<file path="src/rtl/store_rmw_ctrl_pkg.sv">
// Shared encodings for the store read-modify-write controller.
// The alignment fault check is compiled in with STORE_ALIGN_CHECK_EN.
package store_pkg;

  typedef enum logic [1:0] {
    OP_SW  = 2'b00,
    OP_SH  = 2'b01,
    OP_SB  = 2'b10,
    OP_RSV = 2'b11
  } store_op_e;

  typedef enum logic [1:0] {
    S_IDLE  = 2'b00,
    S_READ  = 2'b01,
    S_WRITE = 2'b10,
    S_DONE  = 2'b11
  } state_e;

  localparam int MAX_RD_LAT = 4;
  localparam int CNT_W      = $clog2(MAX_RD_LAT + 1);

  // sw must be word aligned, sh halfword aligned; sb can never fault.
  function automatic logic is_misaligned(store_op_e op, logic [1:0] lane);
    return ((op == OP_SW) && (lane != 2'b00)) || ((op == OP_SH) && lane[0]);
  endfunction

endpackage

</file>
<file path="src/rtl/store_rmw_ctrl_if.sv">
// Request and data-memory port bundle between the control unit, the store
// controller (slave) and the word-addressed data memory.
interface store_rmw_ctrl_if;
  import store_pkg::*;

  logic        start;
  store_op_e   store_op;
  logic [31:0] addr;
  logic [31:0] store_data;
  logic [31:0] mem_rdata;
  logic [31:0] mem_addr;
  logic [31:0] mem_wdata;
  logic        mem_wr;
  logic        busy;
  logic        done;
  logic        misaligned;

  modport master (
    output start, store_op, addr, store_data, mem_rdata,
    input  mem_addr, mem_wdata, mem_wr, busy, done, misaligned
  );

  modport slave (
    input  start, store_op, addr, store_data, mem_rdata,
    output mem_addr, mem_wdata, mem_wr, busy, done, misaligned
  );

endinterface

</file>
<file path="src/rtl/store_rmw_ctrl_byte_merge.sv">
// Combinational little-endian lane merge of store data into an existing word.
module byte_merge
  import store_pkg::*;
(
  input  store_op_e   op,
  input  logic [1:0]  lane_sel,
  input  logic [31:0] old_word,
  input  logic [31:0] store_data,
  output logic [31:0] merged
);

  genvar gi;
  generate
    for (gi = 0; gi < 4; gi++) begin : g_lane
      localparam logic HI_HALF = (gi >= 2);
      logic sel_b;
      logic sel_h;

      assign sel_b = (op == OP_SB) && (lane_sel == 2'(gi));
      // addr[0] is ignored for halfwords: both lanes of the selected half are written.
      assign sel_h = (op == OP_SH) && (lane_sel[1] == HI_HALF);

      assign merged[8*gi +: 8] = (op == OP_SW) ? store_data[8*gi +: 8] :
                                 sel_b         ? store_data[7:0] :
                                 sel_h         ? store_data[8*(gi%2) +: 8] :
                                                 old_word[8*gi +: 8];
    end
  endgenerate

endmodule

</file>
<file path="src/rtl/store_rmw_ctrl.sv">
// Store controller: sw writes directly, sh/sb read the target word, merge and write back.
// Optional alignment fault detection is enabled with STORE_ALIGN_CHECK_EN.
module store_rmw_ctrl
  import store_pkg::*;
#(
  parameter int MEM_RD_LAT = 1
)
(
  input  logic              clk,
  input  logic              reset,
  store_rmw_ctrl_if.slave   bus
);

  state_e            state_reg, state_next;
  logic [CNT_W-1:0]  cnt_reg, cnt_next;
  store_op_e         op_reg, op_next;
  logic [1:0]        lane_reg, lane_next;
  logic [31:0]       data_reg, data_next;
  logic [31:0]       mem_addr_reg, mem_addr_next;
  logic [31:0]       mem_wdata_reg, mem_wdata_next;
  logic              mem_wr_reg, mem_wr_next;
  logic              busy_reg, busy_next;
  logic              done_reg, done_next;
  logic              mis_reg, mis_next;
  logic              fault;
  logic [31:0]       merged;

  byte_merge u_merge (
    .op         (op_reg),
    .lane_sel   (lane_reg),
    .old_word   (bus.mem_rdata),
    .store_data (data_reg),
    .merged     (merged)
  );

  always_ff @(posedge clk) begin
    if (reset) begin
      state_reg     <= S_IDLE;
      cnt_reg       <= '0;
      op_reg        <= OP_SW;
      lane_reg      <= 2'b00;
      data_reg      <= '0;
      mem_addr_reg  <= '0;
      mem_wdata_reg <= '0;
      mem_wr_reg    <= 1'b0;
      busy_reg      <= 1'b0;
      done_reg      <= 1'b0;
      mis_reg       <= 1'b0;
    end else begin
      state_reg     <= state_next;
      cnt_reg       <= cnt_next;
      op_reg        <= op_next;
      lane_reg      <= lane_next;
      data_reg      <= data_next;
      mem_addr_reg  <= mem_addr_next;
      mem_wdata_reg <= mem_wdata_next;
      mem_wr_reg    <= mem_wr_next;
      busy_reg      <= busy_next;
      done_reg      <= done_next;
      mis_reg       <= mis_next;
    end
  end

  always_comb begin
    state_next     = state_reg;
    cnt_next       = cnt_reg;
    op_next        = op_reg;
    lane_next      = lane_reg;
    data_next      = data_reg;
    mem_addr_next  = mem_addr_reg;
    mem_wdata_next = mem_wdata_reg;
    mis_next       = 1'b0;
    fault          = 1'b0;
`ifdef STORE_ALIGN_CHECK_EN
    fault          = is_misaligned(bus.store_op, bus.addr[1:0]);
`endif

    case (state_reg)
      S_IDLE: begin
        if (bus.start) begin
          op_next   = bus.store_op;
          lane_next = bus.addr[1:0];
          data_next = bus.store_data;
          cnt_next  = '0;
          if ((bus.store_op == OP_RSV) || fault) begin
            state_next = S_DONE;
            mis_next   = fault;
          end else begin
            mem_addr_next = {bus.addr[31:2], 2'b00};
            if (bus.store_op == OP_SW) begin
              state_next     = S_WRITE;
              mem_wdata_next = bus.store_data;
            end else begin
              state_next = S_READ;
            end
          end
        end
      end
      S_READ: begin
        // Read data is valid in the last READ cycle; merge straight into the write register.
        if (cnt_reg == CNT_W'(MEM_RD_LAT)) begin
          state_next     = S_WRITE;
          mem_wdata_next = merged;
        end else begin
          cnt_next = cnt_reg + 1'b1;
        end
      end
      S_WRITE: state_next = S_DONE;
      S_DONE:  state_next = S_IDLE;
      default: state_next = S_IDLE;
    endcase

    mem_wr_next = (state_next == S_WRITE);
    busy_next   = (state_next != S_IDLE);
    done_next   = (state_next == S_DONE);
  end

  assign bus.mem_addr   = mem_addr_reg;
  assign bus.mem_wdata  = mem_wdata_reg;
  assign bus.mem_wr     = mem_wr_reg;
  assign bus.busy       = busy_reg;
  assign bus.done       = done_reg;
  assign bus.misaligned = mis_reg;

endmodule

</file>
<file path="src/flat_wrapper.sv">
// flat-port wrapper written by rule: the top's interface ports become plain ports
module store_rmw_ctrl_flat import store_pkg::*;
#(
  parameter int MEM_RD_LAT = 1
)
  (clk, reset, bus_start, bus_store_op, bus_addr, bus_store_data, bus_mem_rdata, bus_mem_addr, bus_mem_wdata, bus_mem_wr, bus_busy, bus_done, bus_misaligned);
  store_rmw_ctrl_if bus_i ();
  input  logic clk;
  input  logic reset;
  input wire logic [$bits(bus_i.start)-1:0] bus_start;
  input wire logic [$bits(bus_i.store_op)-1:0] bus_store_op;
  input wire logic [$bits(bus_i.addr)-1:0] bus_addr;
  input wire logic [$bits(bus_i.store_data)-1:0] bus_store_data;
  input wire logic [$bits(bus_i.mem_rdata)-1:0] bus_mem_rdata;
  output wire logic [$bits(bus_i.mem_addr)-1:0] bus_mem_addr;
  output wire logic [$bits(bus_i.mem_wdata)-1:0] bus_mem_wdata;
  output wire logic [$bits(bus_i.mem_wr)-1:0] bus_mem_wr;
  output wire logic [$bits(bus_i.busy)-1:0] bus_busy;
  output wire logic [$bits(bus_i.done)-1:0] bus_done;
  output wire logic [$bits(bus_i.misaligned)-1:0] bus_misaligned;
  assign bus_i.start = bus_start;
  assign bus_i.store_op = bus_store_op;
  assign bus_i.addr = bus_addr;
  assign bus_i.store_data = bus_store_data;
  assign bus_i.mem_rdata = bus_mem_rdata;
  assign bus_mem_addr = bus_i.mem_addr;
  assign bus_mem_wdata = bus_i.mem_wdata;
  assign bus_mem_wr = bus_i.mem_wr;
  assign bus_busy = bus_i.busy;
  assign bus_done = bus_i.done;
  assign bus_misaligned = bus_i.misaligned;
  store_rmw_ctrl #(.MEM_RD_LAT(MEM_RD_LAT)) u_core (.clk(clk), .reset(reset), .bus(bus_i));
endmodule
</file>
<file path="config.mk">
export PLATFORM = sky130hd
export DESIGN_NAME = store_rmw_ctrl_flat
export DESIGN_NICKNAME = d
export VERILOG_FILES = /design/src/rtl/store_rmw_ctrl_pkg.sv /design/src/rtl/store_rmw_ctrl_if.sv /design/src/rtl/store_rmw_ctrl_byte_merge.sv /design/src/rtl/store_rmw_ctrl.sv /design/src/flat_wrapper.sv
export SDC_FILE = /design/constraint.sdc
export NUM_CORES = 1
export LEC_CHECK = 0
export ABC_AREA = 1
export CORE_AREA = 2 2 94 114
export DETAILED_ROUTE_END_ITERATION = 12
export DIE_AREA = 0 0 96 116
export DONT_BUFFER_PORTS = 1
export HOLD_SLACK_MARGIN = 0.05
export PLACE_DENSITY = 0.79
export SETUP_SLACK_MARGIN = 0.15
export SYNTH_ARGS = -nofsm -noshare
export SYNTH_HDL_FRONTEND = slang
export SYNTH_HIERARCHICAL = 1
export SYNTH_SLANG_ARGS = --single-unit
export TNS_END_PERCENT = 50
</file>
<file path="constraint.sdc">
create_clock -name clk -period 1.92 [get_ports clk]
set_input_delay 0.096 -clock clk [delete_from_list [all_inputs] [get_ports clk]]
set_output_delay 0.096 -clock clk [all_outputs]
set_load 0.01 [all_outputs]
</file>
==> impl_metrics.yaml, run 1 <==
status:
  outcome: "completed"
grt:
  grt_usage_pct: 29.7
  first_global_vias: 5359
  grt_start_max_net_pins: 72
  grt_pass1_wl_mm: 25.9
  antenna_found_initial: 0
  grt.overflow.total: 0
timing:
  finalCriticalPeriod_ns: 1.66
  fin_crit_sh_pct: 86.7
  finalMaxSlewViolations: 0
  maxSlewHeadroom_pct: 20.4
  worst_pin_slew_ns: 1.19
  finalClockSkew_ns: 0.00689
  fin_ws_ns: 0.255
  fmax_ghz: 0.601
  hold_violations: 0
  tns_ns: 0
  grt_setup_unrepaired: "true"
  setup_viol: 0
synth:
  ys_warn_count: 6
  async_flop_share_pct: 0
  seq_area_frac_synth_pct: 37.5
  yosys.cell_count.top_type: "nand2_1"
  ys_seq_elements: 106
  syn_inst: 890
  yosys-top-cells-count: "230 x nand2_1, 148 x nand3_1, 110 x nor2_1"
  synth.top_cell.area_share_pct: 37.5
  syn_avg_cell_area_um2: 6.36
  yosys.area.top_type: "dfxtp_1"
  netlist_area_um2: 5660
  synthDistinctLibCells: 28
  synth_edf_count: 0
  synthTopCellsByArea: "dfxtp_1 37%, nand2_1 15%, nand3_1 13%"
  ys.flop_type: "dfxtp_1"
place:
  place_hpwl_mm: 11.0
  port_buffers: 0
  place_area_um2: 5690
  place_ws_ns: 0.192
  gp_congestion: 0.895
finish:
  drive_above_1_share_pct: 8.00
  fin_util_pct: 67.8
  final.fill_count: 867
  syn_to_final_growth_pct: 19.2
  fin_nets: 1038
  antennaDiodeCount: 0
  fin_area_um2: 6750
clock_network:
  tritoncts: "done"
  cts_buffer_depth: 2
  clk_pin_slew_ns: 0.08
  cts_root_buf: "clkbuf_16"
  insertion_delay_ns: 0.35
  htreeDepth: 3
  numCtsBuffers: 9
  cts.sinks: 106
drt:
  routedWlPerCell_um: 15.9
  num_vias: 5937
  first_iter_violations: 414
  first_pass_iters: 7
  wl_mm: 16.9
  drt.antenna.violating_nets: 0
  via_per_inst: 5.58
  drc: 0
die:
  rows: 40
  chipWidth_um: 96
  die_area_um2: 11100
  coreArea_um2: 9960
  initial_utilization_pct: 56.8
  die_h_um: 116
  ios: 169
setup_path:
  cpPeakStageDelay_ns: 0.38
  critical_path.endpoint_type: "register"
  worstPathArrival_ns: 1.91
  cp_cell_sequence: "inv_4 > buf_8 > o21ai_4 > buf_4 > or2_2 > nand2_1 > inv_1 > nand3_1 > nand2_1 > a21oi_1 > nor2_1"
  crit_end: "u_core/bus.mem_wdata[13]$_SDFFE_PP0P_"
  cp.depth: 11
  worstRegToRegCells: 11
  worstPathRequired_ns: 2.17
  worst_r2r_endpoint: "u_core/bus.mem_wdata[13]$_SDFFE_PP0P_"
  crit_buf_inv: 4
  path_common_cell: "nand2_1"
  critPathLaunch: "u_core/op_reg[1]$_SDFFE_PP0P_"
  worstReg2RegStart: "u_core/op_reg[1]$_SDFFE_PP0P_"
  path_delay_family: "simple AND/OR/NAND/NOR gates"
  critical-path-slowest-cell: "dfxtp_4"
  worst-setup-path-type: "reg2reg"
  critPathLaunchType: "register"
  r2r_slack_ns: 0.26
  crit_fanout: 11
power:
  clkPwrFrac_pct: 30.1
  p_comb_share_pct: 27.1
  p_seq_share_pct: 42.8
  p_per_area_nw_per_um2: 947
  vdd_drop_max_mv: 0.579
  p_total_w: 0.00639
  p_switching_w: 0.00226
  sw_frac_of_total_pct: 35.3
  power_leakage_nw: 3.22
  p_int_w: 0.00413
min_path:
  hp-class: "in2reg"
job:
  maxCapViolCount: 0
power groups by stage:
| stage | Clock, W | Sequential, W | Combinational, W |
|---|---|---|---|
| 2_1_floorplan | 0 | 0.00269 | 0.00127 |
| 3_3_place_gp | 0 | 0.00277 | 0.00151 |
| 3_5_place_dp | 0 | 0.00277 | 0.00153 |
| 4_1_cts | 0.00195 | 0.00273 | 0.00167 |
| 5_1_grt | 0.00203 | 0.00277 | 0.00195 |
| 6_report | 0.00192 | 0.00273 | 0.00173 |
placed cells by master (no fill, tap or decap):
master / instances
a21boi_0: 1
nor2_4: 2
buf_6: 1
o21ai_0: 43
nand3_4: 2
nand2_4: 2
inv_4: 1
ha_1: 4
inv_6: 1
nand4_2: 1
nand4_1: 8
nand3b_1: 2
inv_8: 2
conb_1: 3
nand2_2: 4
nor2_1: 110
dlygate4sd3_1: 68
buf_8: 1
nand3_2: 2
clkbuf_16: 9
dfxtp_4: 3
clkinv_1: 1
inv_1: 78
clkinv_2: 1
clkinv_4: 3
nor2_2: 4
o21ai_1: 2
or2_2: 8
inv_2: 5
nand2_1: 229
nand3_1: 147
a21oi_1: 64
buf_12: 3
buf_4: 18
bufinv_16: 1
dfxtp_1: 103
o21ai_4: 1
final cells by class:
type                       count  area (µm²)  area share, %
multi-input combinational    639        2920           43.2
clock inverter                 7        83.8           1.24
sequential                   106        2130           31.6
inverter                      86         330           4.89
tap                          126         158           2.34
timing repair buffer          91         902           13.4
clock buffer                   9         225           3.34
stage by stage:
step	instances	hold WS, ns
after floorplan	892	0.260
after global placement	977	0.167
after detailed placement	977	0.169
after CTS	1061	0.0509
after global routing	1064	0.104
final	1064	0.0725
how the worst min path moves through the flow:
stage                                                 end  cells past startpoint                from  slack [ns]
floorplan                 u_core/data_reg[0]$_SDFFE_PP0P_                      2   bus_store_data[0]        0.26
global placement     u_core/bus.mem_addr[21]$_SDFFE_PP0P_                      1               reset        0.17
detailed placement   u_core/bus.mem_addr[21]$_SDFFE_PP0P_                      1               reset        0.17
CTS                 u_core/bus.mem_wdata[12]$_SDFFE_PP0P_                      4  bus_store_data[12]        0.05
global route        u_core/bus.mem_wdata[12]$_SDFFE_PP0P_                      4  bus_store_data[12]        0.10
finish              u_core/bus.mem_wdata[12]$_SDFFE_PP0P_                      4  bus_store_data[12]        0.07
cell families after synthesis:
family | Yosys count | synth area share [%]
fa+ha+maj | 4 | 0.884
buf+inv | 148 | 11.5
other cells | 1 | 0.0662
compound gates | 111 | 10.1
flops | 106 | 37.5
simple gates | 520 | 40.0
metal layers:
metal / GRT usage [%] / routed length, µm / vias up
met3: 8.52 / 1710 / 50
met2: 51.4 / 8390 / 316
met4: 13.7 / 644 / 0
met1: 33.3 / 6140 / 2665
li1: - / - / 2906
met5: 0 / 0 / -
worst min-delay path, cell delays in order:
cell     delay, ns
nand2_1       0.03
nand2_1       0.10
a21oi_1       0.06
nor2_1        0.09
repair_timing:
| item | 4_1_cts | 5_1_grt |
|---|---|---|
| resized for setup | 0 | 14 |
| hold buffers | 68 | 0 |
| setup buffers | 0 | 2 |
| endpoints found under the setup margin | 0 | 31 |
| hold endpoints to repair | 101 | 0 |
Power figures use the tool's default switching activity.
==> run 2, diff against run 1 <==
--- a/config.mk
+++ b/config.mk
@@ -6,15 +6,14 @@
 export NUM_CORES = 1
 export LEC_CHECK = 0
 export ABC_AREA = 1
-export CORE_AREA = 2 2 94 114
+export CORE_AREA = 2 2 90 109
 export DETAILED_ROUTE_END_ITERATION = 12
-export DIE_AREA = 0 0 96 116
+export DIE_AREA = 0 0 92 111
 export DONT_BUFFER_PORTS = 1
 export HOLD_SLACK_MARGIN = 0.05
 export PLACE_DENSITY = 0.79
 export SETUP_SLACK_MARGIN = 0.15
 export SYNTH_ARGS = -nofsm -noshare
 export SYNTH_HDL_FRONTEND = slang
-export SYNTH_HIERARCHICAL = 1
 export SYNTH_SLANG_ARGS = --single-unit
 export TNS_END_PERCENT = 50
==> impl_metrics.yaml, run 2 <==
power:
  sw_frac_of_total_pct: 32.3
  p_per_area_nw_per_um2: 1000
  p_total_w: 0.00634
  clkPwrFrac_pct: 33.8
  p_switching_w: 0.00205
  p_seq_share_pct: 44.2
  p_comb_share_pct: 22.1
  vdd_drop_max_mv: 0.682
  p_int_w: 0.00429
  power_leakage_nw: 2.80
drt:
  routedWlPerCell_um: 16.1
  via_per_inst: 5.53
  drt.antenna.violating_nets: 0
  first_pass_iters: 5
  num_vias: 5179
  wl_mm: 15.1
  drc: 0
  first_iter_violations: 518
grt:
  first_global_vias: 5074
  grt_usage_pct: 29.6
  antenna_found_initial: 1
  grt.overflow.total: 0
  grt_start_max_net_pins: 42
  grt_pass1_wl_mm: 24.1
setup_path:
  worstPathRequired_ns: 2.15
  critPathLaunchType: "register"
  crit_fanout: 31
  critical_path.endpoint_type: "register"
  worst-setup-path-type: "reg2reg"
  worstPathArrival_ns: 1.94
timing:
  finalCriticalPeriod_ns: 1.70
  finalMaxSlewViolations: 0
  maxSlewHeadroom_pct: 61.4
  fin_crit_sh_pct: 88.8
  grt_setup_unrepaired: "true"
  fmax_ghz: 0.587
  setup_viol: 0
  finalClockSkew_ns: 0.00935
  worst_pin_slew_ns: 0.578
  hold_violations: 0
  tns_ns: 0
clock_network:
  post_cts.repair.setup_buffers: 0
  htreeDepth: 3
  cts.sinks: 106
  cts_buffer_depth: 2
  insertion_delay_ns: 0.35
  cts_root_buf: "clkbuf_16"
  numCtsBuffers: 9
  clk_pin_slew_ns: 0.07
  tritoncts: "done"
place:
  gp_congestion: 0.913
  dp_cells: 840
  place_hpwl_mm: 9.76
  port_buffers: 0
synth:
  async_flop_share_pct: 0
  ys_warn_count: 0
  syn_inst: 754
  synth.top_cell.area_share_pct: 41.2
  synthTopCellsByArea: "dfxtp_1 41%, nor2_1 12%, o21ai_0 8.1%"
  yosys-top-cells-count: "164 x nor2_1, 106 x dfxtp_1, 84 x nand2_1"
  syn_avg_cell_area_um2: 6.83
  synthDistinctLibCells: 28
  seq_area_frac_synth_pct: 41.2
  ys_seq_elements: 106
  yosys.area.top_type: "dfxtp_1"
  ys.flop_type: "dfxtp_1"
  yosys.cell_count.top_type: "nor2_1"
  synth_edf_count: 0
  netlist_area_um2: 5150
finish:
  final_cells: 936
  fin_nets: 912
  drive_above_1_share_pct: 7.64
  final.fill_count: 752
  layout_common_cells: "164 x nor2_1, 105 x dfxtp_1, 84 x nand2_1, 83 x o21ai_0, 79 x dlygate4sd3_1"
  syn_to_final_growth_pct: 22.4
  fin_util_pct: 68.0
  multi_input_area_um2: 2490
  seq_area_um2: 2120
  layout_commonest_cell: "nor2_1"
min_path:
  hp-class: "in2reg"
die:
  coreArea_um2: 9270
  chipWidth_um: 92
  ios: 169
  die_h_um: 111
  rows: 39
  initial_utilization_pct: 55.5
  die_area_um2: 10200
status:
  outcome: "completed"
job:
  maxCapViolCount: 0
==> run 2: cell count changes after synthesis, moves of 7 or more <==
cell / change
buf_4: -7
nand2_1: -146
o21ai_1: +26
buf_2: -8
a21oi_2: +10
or2_2: -8
nor2_1: +54
o21ai_0: +40
nand3_1: -101
==> run 2: final cells by class <==
class / count / area share [%]
inverters: 80 / 4.84
clock buffers: 10 / 3.79
diodes: 1 / 0.0397
well taps: 123 / 2.44
multi-input cells: 522 / 39.5
clock inverters: 6 / 1.81
repair buffers: 88 / 13.9
flip-flops and latches: 106 / 33.7
==> run 2: critical path, cell delays in order (launching register included) <==
cell and delay [ns]:
dfxtp_1 0.35, nor2_1 0.14, nand2_2 0.14, nor2_4 0.12, buf_4 0.28, inv_2 0.26
nor2_1 0.21, nor2_1 0.07
==> run 2: routing by layer <==
layer / up-vias / global-route usage, % / wire length [µm]
met5: - / 0 / 0
li1: 2534 / - / -
met2: 255 / 50.3 / 7460
met1: 2344 / 33.6 / 5840
met3: 46 / 7.48 / 1140
met4: 0 / 16.1 / 659
==> run 2: cells by family after synthesis <==
logic type	Yosys count	share of synthesized area, %
other	1	0.0728
adder cells (fa/ha/maj)	4	0.972
flip-flops	106	41.2
buffers and inverters	128	10.7
AO/OA/AOI/OAI	190	19.3
AND/OR/NAND/NOR	325	27.8
==> run 2: worst paths after layout <==
kind,slack (ns),cells past startpoint,start,to
max,0.22,7,u_core.state_reg[0]$_SDFF_PP0_,u_core.bus.mem_addr[16]$_SDFFE_PP0P_
min,0.06,4,bus_store_data[15],u_core.bus.mem_wdata[15]$_SDFFE_PP0P_
max reg2reg,0.22,7,u_core.state_reg[0]$_SDFF_PP0_,u_core.bus.mem_addr[16]$_SDFFE_PP0P_
min reg2reg,0.47,2,u_core.data_reg[14]$_SDFFE_PP0P_,u_core.data_reg[14]$_SDFFE_PP0P_
==> run 2: per-stage QoR <==
stage | worst slack, ns | instance area (µm²) | hold slack [ns]
finish | 0.216 | 6310 | 0.0598
global route | 0.119 | 6310 | 0.0734
CTS | 0.185 | 6290 | 0.0514
global placement | 0.285 | 5140 | 0.170
detailed placement | 0.195 | 5140 | 0.171
floorplan | 0.568 | 5160 | 0.168
==> run 2: timing repair <==
| action | in CTS | in global routing |
|---|---|---|
| gates resized for setup | 0 | 6 |
| endpoints found under the hold margin | 90 | 0 |
| hold buffers | 79 | 0 |
| endpoints found under the setup margin | 0 | 36 |
==> run 2: power by group through the flow <==
stage / sequential, W / clock (W) / combinational, W
after global routing: 0.00282 / 0.00227 / 0.00158
after detailed placement: 0.00283 / 0 / 0.00123
after CTS: 0.00279 / 0.00217 / 0.00137
final: 0.00280 / 0.00214 / 0.00140
after floorplan: 0.00275 / 0 / 0.00104
after global placement: 0.00283 / 0 / 0.00119
